## src/rtl/multicycle_ctrl_pkg.sv

```systemverilog
// Shared encodings for the multi-cycle RV32I controller: opcodes, FSM states,
// datapath select codes and trap causes.
package multicycle_ctrl_pkg;

  localparam int unsigned OPCODE_W = 7;

  localparam logic [OPCODE_W-1:0] OP_R    = 7'b0110011;
  localparam logic [OPCODE_W-1:0] OP_LW   = 7'b0000011;
  localparam logic [OPCODE_W-1:0] OP_ADDI = 7'b0010011;
  localparam logic [OPCODE_W-1:0] OP_SW   = 7'b0100011;
  localparam logic [OPCODE_W-1:0] OP_BEQ  = 7'b1100011;
  localparam logic [OPCODE_W-1:0] OP_JAL  = 7'b1101111;
  localparam logic [OPCODE_W-1:0] OP_JALR = 7'b1100111;
  localparam logic [OPCODE_W-1:0] OP_LUI  = 7'b0110111;

  typedef enum logic [2:0] {
    ST_IDLE,
    ST_FETCH,
    ST_DECODE,
    ST_EXEC,
    ST_MEM,
    ST_WB,
    ST_TRAP
  } ctrl_state_t;

  localparam logic [1:0] ALU_ADD  = 2'b00;
  localparam logic [1:0] ALU_SUB  = 2'b01;
  localparam logic [1:0] ALU_RFN  = 2'b10;
  localparam logic [1:0] ALU_IFN  = 2'b11;

  localparam logic [1:0] PC_SRC_SEQ  = 2'b00;
  localparam logic [1:0] PC_SRC_TGT  = 2'b01;
  localparam logic [1:0] PC_SRC_JALR = 2'b10;

  localparam logic [1:0] WB_ALU  = 2'b00;
  localparam logic [1:0] WB_MDR  = 2'b01;
  localparam logic [1:0] WB_LINK = 2'b10;

  localparam logic [1:0] TRAP_NONE    = 2'b00;
  localparam logic [1:0] TRAP_ILLEGAL = 2'b01;
  localparam logic [1:0] TRAP_MEM_TO  = 2'b10;

  // Opcodes the datapath can execute; anything else traps in DECODE.
  function automatic logic is_legal(input logic [OPCODE_W-1:0] op);
    logic legal;
    case (op)
      OP_R, OP_LW, OP_ADDI, OP_SW, OP_BEQ, OP_JAL, OP_JALR, OP_LUI: legal = 1'b1;
      default: legal = 1'b0;
    endcase
    return legal;
  endfunction

endpackage

```

## src/rtl/multicycle_ctrl_mem_wait_timer.sv

```systemverilog
// Counts consecutive stalled memory-request cycles and flags the cycle in
// which the request has waited long enough to be abandoned.
module multicycle_ctrl_mem_wait_timer #(
  parameter int unsigned MEM_TIMEOUT = 16,
  parameter int unsigned CNT_W       = 5
) (
  input  logic clk_i,
  input  logic rst_i,
  input  logic req_i,
  input  logic ready_i,
  output logic expired_o
);

  localparam logic [CNT_W-1:0] LAST = CNT_W'(MEM_TIMEOUT - 1);

  logic [CNT_W-1:0] cnt_q, cnt_d;
  logic             stall;

  assign stall     = req_i && !ready_i;
  assign expired_o = stall && (cnt_q == LAST);

  // Any cycle that is not a stall (ready, idle, or expiry) restarts the count.
  always_comb begin
    cnt_d = '0;
    if (stall && !expired_o) begin
      cnt_d = cnt_q + CNT_W'(1);
    end
  end

  always_ff @(posedge clk_i) begin
    if (rst_i) begin
      cnt_q <= '0;
    end else begin
      cnt_q <= cnt_d;
    end
  end

endmodule

```

## src/rtl/multicycle_ctrl.sv

```systemverilog
// Multi-cycle RV32I control FSM: sequences FETCH/DECODE/EXEC/MEM/WB, drives
// datapath strobes and selects, owns the memory handshake and traps on errors.
module multicycle_ctrl
  import multicycle_ctrl_pkg::*;
#(
  parameter int unsigned MEM_TIMEOUT = 16,
  parameter int unsigned CNT_W       = 5
) (
  input  logic       clk_i,
  input  logic       rst_i,
  input  logic       run_i,
  input  logic [6:0] opcode_i,
  input  logic       br_taken_i,
  input  logic       mem_ready_i,
  output logic       mem_req_o,
  output logic       mem_we_o,
  output logic       iord_o,
  output logic       ir_we_o,
  output logic       pc_we_o,
  output logic [1:0] pc_src_o,
  output logic       reg_we_o,
  output logic [1:0] wb_sel_o,
  output logic       alu_src_b_o,
  output logic [1:0] alu_op_o,
  output logic       busy_o,
  output logic       trap_o,
  output logic [1:0] trap_cause_o
);

  ctrl_state_t state_q, state_d;
  ctrl_state_t done_state;
  logic [1:0]  cause_q, cause_d;
  logic        mem_expired;

  logic is_r, is_lw, is_addi, is_sw, is_beq, is_jal, is_jalr, is_lui;

  assign is_r    = (opcode_i == OP_R);
  assign is_lw   = (opcode_i == OP_LW);
  assign is_addi = (opcode_i == OP_ADDI);
  assign is_sw   = (opcode_i == OP_SW);
  assign is_beq  = (opcode_i == OP_BEQ);
  assign is_jal  = (opcode_i == OP_JAL);
  assign is_jalr = (opcode_i == OP_JALR);
  assign is_lui  = (opcode_i == OP_LUI);

  // Back-to-back instructions skip the IDLE bubble when run is already high.
  assign done_state   = run_i ? ST_FETCH : ST_IDLE;
  assign trap_cause_o = cause_q;

  multicycle_ctrl_mem_wait_timer #(
    .MEM_TIMEOUT (MEM_TIMEOUT),
    .CNT_W       (CNT_W)
  ) u_timer (
    .clk_i     (clk_i),
    .rst_i     (rst_i),
    .req_i     (mem_req_o),
    .ready_i   (mem_ready_i),
    .expired_o (mem_expired)
  );

  always_ff @(posedge clk_i) begin
    if (rst_i) begin
      state_q <= ST_IDLE;
      cause_q <= TRAP_NONE;
    end else begin
      state_q <= state_d;
      cause_q <= cause_d;
    end
  end

  always_comb begin
    state_d = state_q;
    cause_d = cause_q;
    case (state_q)
      ST_IDLE: begin
        if (run_i) state_d = ST_FETCH;
      end
      ST_FETCH: begin
        if (mem_ready_i) begin
          state_d = ST_DECODE;
        end else if (mem_expired) begin
          state_d = ST_TRAP;
          cause_d = TRAP_MEM_TO;
        end
      end
      ST_DECODE: begin
        if (is_legal(opcode_i)) begin
          state_d = ST_EXEC;
        end else begin
          state_d = ST_TRAP;
          cause_d = TRAP_ILLEGAL;
        end
      end
      ST_EXEC: begin
        if (is_beq)              state_d = done_state;
        else if (is_lw || is_sw) state_d = ST_MEM;
        else                     state_d = ST_WB;
      end
      ST_MEM: begin
        if (mem_ready_i) begin
          state_d = is_lw ? ST_WB : done_state;
        end else if (mem_expired) begin
          state_d = ST_TRAP;
          cause_d = TRAP_MEM_TO;
        end
      end
      ST_WB:   state_d = done_state;
      ST_TRAP: state_d = ST_TRAP;
      default: state_d = ST_IDLE;
    endcase
  end

  always_comb begin
    mem_req_o   = 1'b0;
    mem_we_o    = 1'b0;
    iord_o      = 1'b0;
    ir_we_o     = 1'b0;
    pc_we_o     = 1'b0;
    pc_src_o    = PC_SRC_SEQ;
    reg_we_o    = 1'b0;
    wb_sel_o    = WB_ALU;
    alu_src_b_o = 1'b0;
    alu_op_o    = ALU_ADD;
    busy_o      = 1'b0;
    trap_o      = 1'b0;
    case (state_q)
      ST_FETCH: begin
        mem_req_o = 1'b1;
        ir_we_o   = mem_ready_i;
        pc_we_o   = mem_ready_i;
        busy_o    = 1'b1;
      end
      ST_DECODE: busy_o = 1'b1;
      ST_EXEC: begin
        busy_o = 1'b1;
        if (is_r) begin
          alu_op_o = ALU_RFN;
        end else if (is_addi) begin
          alu_src_b_o = 1'b1;
          alu_op_o    = ALU_IFN;
        end else if (is_lw || is_sw || is_jalr || is_lui) begin
          alu_src_b_o = 1'b1;
        end else if (is_beq) begin
          alu_op_o = ALU_SUB;
          pc_we_o  = br_taken_i;
          pc_src_o = PC_SRC_TGT;
        end
      end
      ST_MEM: begin
        mem_req_o = 1'b1;
        iord_o    = 1'b1;
        mem_we_o  = is_sw;
        busy_o    = 1'b1;
      end
      ST_WB: begin
        busy_o   = 1'b1;
        reg_we_o = 1'b1;
        if (is_lw)                wb_sel_o = WB_MDR;
        else if (is_jal || is_jalr) wb_sel_o = WB_LINK;
        if (is_jal) begin
          pc_we_o  = 1'b1;
          pc_src_o = PC_SRC_TGT;
        end else if (is_jalr) begin
          pc_we_o  = 1'b1;
          pc_src_o = PC_SRC_JALR;
        end
      end
      ST_TRAP: trap_o = 1'b1;
      default: ;
    endcase
  end

endmodule
```

## config.mk

```make
export PLATFORM = sky130hd
export DESIGN_NAME = multicycle_ctrl
export DESIGN_NICKNAME = d
export VERILOG_FILES = /design/src/rtl/multicycle_ctrl_pkg.sv /design/src/rtl/multicycle_ctrl_mem_wait_timer.sv /design/src/rtl/multicycle_ctrl.sv
export SDC_FILE = /design/constraint.sdc
export NUM_CORES = 1
export LEC_CHECK = 0
export ABC_CLOCK_PERIOD_IN_PS = 2500
export BUFFER_PORTS_ARGS = -buffer_cell sky130_fd_sc_hd__buf_2
export CORE_UTILIZATION = 50
export CTS_BUF_LIST = sky130_fd_sc_hd__clkbuf_8 sky130_fd_sc_hd__clkbuf_16
export CTS_CLUSTER_DIAMETER = 100
export CTS_CLUSTER_SIZE = 14
export DETAILED_ROUTE_END_ITERATION = 8
export GPL_TIMING_DRIVEN = 1
export PLACE_DENSITY = 0.79
export SLEW_MARGIN = 20
export SYNTH_ARGS = -nofsm -noshare
export SYNTH_HDL_FRONTEND = slang
export SYNTH_HIERARCHICAL = 1
export SYNTH_SLANG_ARGS = --single-unit
```

## constraint.sdc

```tcl
create_clock -name clk_i -period 2.5 [get_ports clk_i]
set_clock_uncertainty 0.2 [all_clocks]
set_input_delay 0.75 -clock clk_i [delete_from_list [all_inputs] [get_ports clk_i]]
set_output_delay 0.75 -clock clk_i [all_outputs]
set_load 0.02 [all_outputs]
```

==> results.md <==
- Status: complete, but fails checks
- Failing checks: setup timing
- CP startpoint kind: input pin
- R2r endpoint: trap_cause_o[0]
- Die height: 44.5 µm
- Initial Util: 53.0%
- TritonCTS clock tree: yes
- Clk_lat worst skew: approximately 0.23 ns
- Crit path DAT: around 1.7 ns
- Vias in the first global route: approximately 1100
- Final RePlAce weighted congestion: 0.915
- Async SR Flop Fraction: 0%
- Reg2reg path depth: 8
- WP data required: roughly 1.6 ns
- Ys Warns: 6
- Final Core Density: 92.7%
- Met2 Use GR: between 50% and 60%
- Dpl cells: about 190
- Crit Path Class: input pin to output pin
- Peak fanout along the critical path: 5
- Core box area: between 1500 and 2000 µm²
- Worst r2r src: state_q[2]
- Max Buffers Root-to-Sink: 2
- Hold Crit Endpoint: u_timer/cnt_q[0]
- Crit-path max cell delay: approximately 0.26 ns
- First-pass GRT wire length: between 4000 and 5000 µm
- Worst hold path stage count: 1
- CP cell instances: buf_12 > nand4bb_4 > nor4_4 > and3_4 > buf_6
- Vias: 1243
- Worst-Margin Slew: 0.448 ns
- Yosys reg bits: 10
- Setup TNS: -0.830 ns
- Worst-path clk slew: about 0.04 ns
- Residual DRC: 0
- R2R Setup Slk: about 0.050 ns
- Count of pins over their slew limit: 0
- Met1 GRT Util: about two fifths
- Cell taking the most area after synthesis: dfxtp_1
- Crit path time final: around 2.6 ns
- Register area: around 200 µm²
- Final HPWL DP: 1930 µm
- Share of layout cells above drive strength 1: roughly 51%
- Most used routing layer: met2
- Area grow syn2layout: 75.1%
- CTS sink count: 10
- Worst setup EP type: output pin
- Fillcell total: between 50 and 60
- Relative slew slack: a little over two thirds
- Synth top area share: ~22%
- Fin cells: between 150 and 200
- Max_cap viols: 0
- Ports: 29
- FP Rows: 15
- Hold slack: around 0.28 ns
- PnR worst setup slack: -0.134 ns
- Cell area after synthesis: a little over 900 µm²
- Final Hold Viols: 0
- Top cells by area, synth: dfxtp_1 22%, nor2_1 5.8%, nand2b_1 4.1%
- Final Setup Violations: 9
- Pwr Density: between 300 and 400 nW/µm²
- Peak Freq: about 380 MHz
- Initial antenna violation count: 0
- Synth cell types: 45
- Die Wd: roughly 45 µm
- Prevailing post-synth register cell: dfxtp_1
- Pre-CTS worst setup slack: -0.176 ns
- Synth Instances: between 100 and 150
- # diodes: 0
- Routed wire length: 4040 µm
- Post-Syn Nets: ~130
- DRT iter0 DRCs: 58
- Largest net degree at the start of global routing: 16
- ANT nets after route: 0
- Maximum VDD drop: between 0.4 and 0.5 mV
- Mean Syn Cell Area: around 7.9 µm²
- IO Port Bufs: 28
- Unrepaired setup endpoints after global routing: yes
- Tot Pwr: about 0.6 mW
- Wirelength per Cell: between 20 and 25 µm
- Die area: 1980 µm²
- Num CTS Buffers: 3
- Period utilization: 105%
- EDFF count, synth: 0
- Pre-antenna DRT Iters: 4
- Hold Path Class: flop to flop
- Tot GR Track Use: between 30 and 40%
- Register area share after synthesis: approximately 22%
- Min-delay src: u_timer/cnt_q[0]
- Multi-input gate area: 734 µm²
- Via density: around 6.3
- Final instance area: around 1600 µm²
- Static Leak: 0.705 nW
- H-tree depth: 1
- Overflow after GRT: 0
- # nets final: ~190
- Critical Path Slowest Stage Cell: nand4bb_4
- GR Layer Usage met3: about a tenth
- Placed inst area: about 1300 µm²
- Root Driver: clkbuf_8
[sequential cells by signal, summed over array words and instances, names as in the netlist]
signal	count
state_q	3
trap_cause_o	2
u_timer/cnt_q	5
[power by group]
| group | switching [mW] | total (mW) | internal, mW |
|---|---|---|---|
| Combinational | 0.137 | 0.246 | 0.109 |
| Clock | 0.0559 | 0.161 | 0.105 |
| Sequential | 0.0118 | 0.179 | 0.168 |
[cells by family (layout without fill, tap and decap cells)]
group,after synthesis,after routing,share of synthesized area [%]
buffers and inverters,17,73,9.96
adders and majority gates,2,2,2.77
and+or+nand+nor,53,53,38.5
xor gates and xnor gates,4,4,3.87
AOI/OAI and AO/OA,29,29,22.8
DFF,10,10,22.1
[placed cells by master, fill, tap and decap left out, drive strengths merged, types with 2 or more instances in the layout]
cell type	instances
buf	62
nor2	14
dfxtp	10
inv	8
nand2b	6
a31oi	5
nor3	5
nand3	5
a21oi	4
and3	4
nand3b	3
clkbuf	3
xor2	3
nor2b	3
nand2	3
nor3b	2
a31o	2
nor4	2
o21a	2
o22ai	2
o31ai	2
o21ai	2
ha	2
a211oi	2
o211ai	2
[worst max-delay path by stage]
stage	slack, ns	from	cells after the start	endpoint
6_report	-0.13	opcode_i[3]	5	wb_sel_o[0]
5_1_grt	-0.19	opcode_i[4]	6	pc_src_o[0]
4_1_cts	-0.12	opcode_i[2]	5	wb_sel_o[0]
3_5_place_dp	-0.18	opcode_i[4]	6	alu_src_b_o
3_3_place_gp	-0.15	opcode_i[3]	5	wb_sel_o[0]
2_1_floorplan	-0.10	opcode_i[4]	5	pc_src_o[1]
[final cells by class]
cell class                 instances  area share (%)
inverter                           8            1.90
clock buffer                       3            2.61
multi-input combinational         88            46.4
sequential                        10            12.6
tap                               25            1.97
timing repair buffer              62            34.5
[synthesized netlist by cell type, types with 4 or more instances]
library cell / number
a21oi_1: 4
a31oi_1: 5
dfxtp_1: 10
inv_1: 8
nand2b_1: 6
nand3_1: 5
nor2_1: 14
nor3_1: 4
[worst max-delay path, delay by kind of cell]
family	cells	cell delay, ns
and+or+nand+nor	3	0.71
buffers and inverters	2	0.22
[timing repair]
item                       in CTS  in global routing
gates resized for setup        26                 29
cloned                          0                  0
buffers inserted                5                  2
setup endpoints to repair       9                 10
hold buffers                    0                  0
pin swaps                       9                 11
[metal layers]
layer	up-vias	wire length (µm)
met5	-	0
met4	0	230
met3	29	421
met2	104	1930
met1	581	1450
li1	529	-
Power figures use the tool's default switching activity.
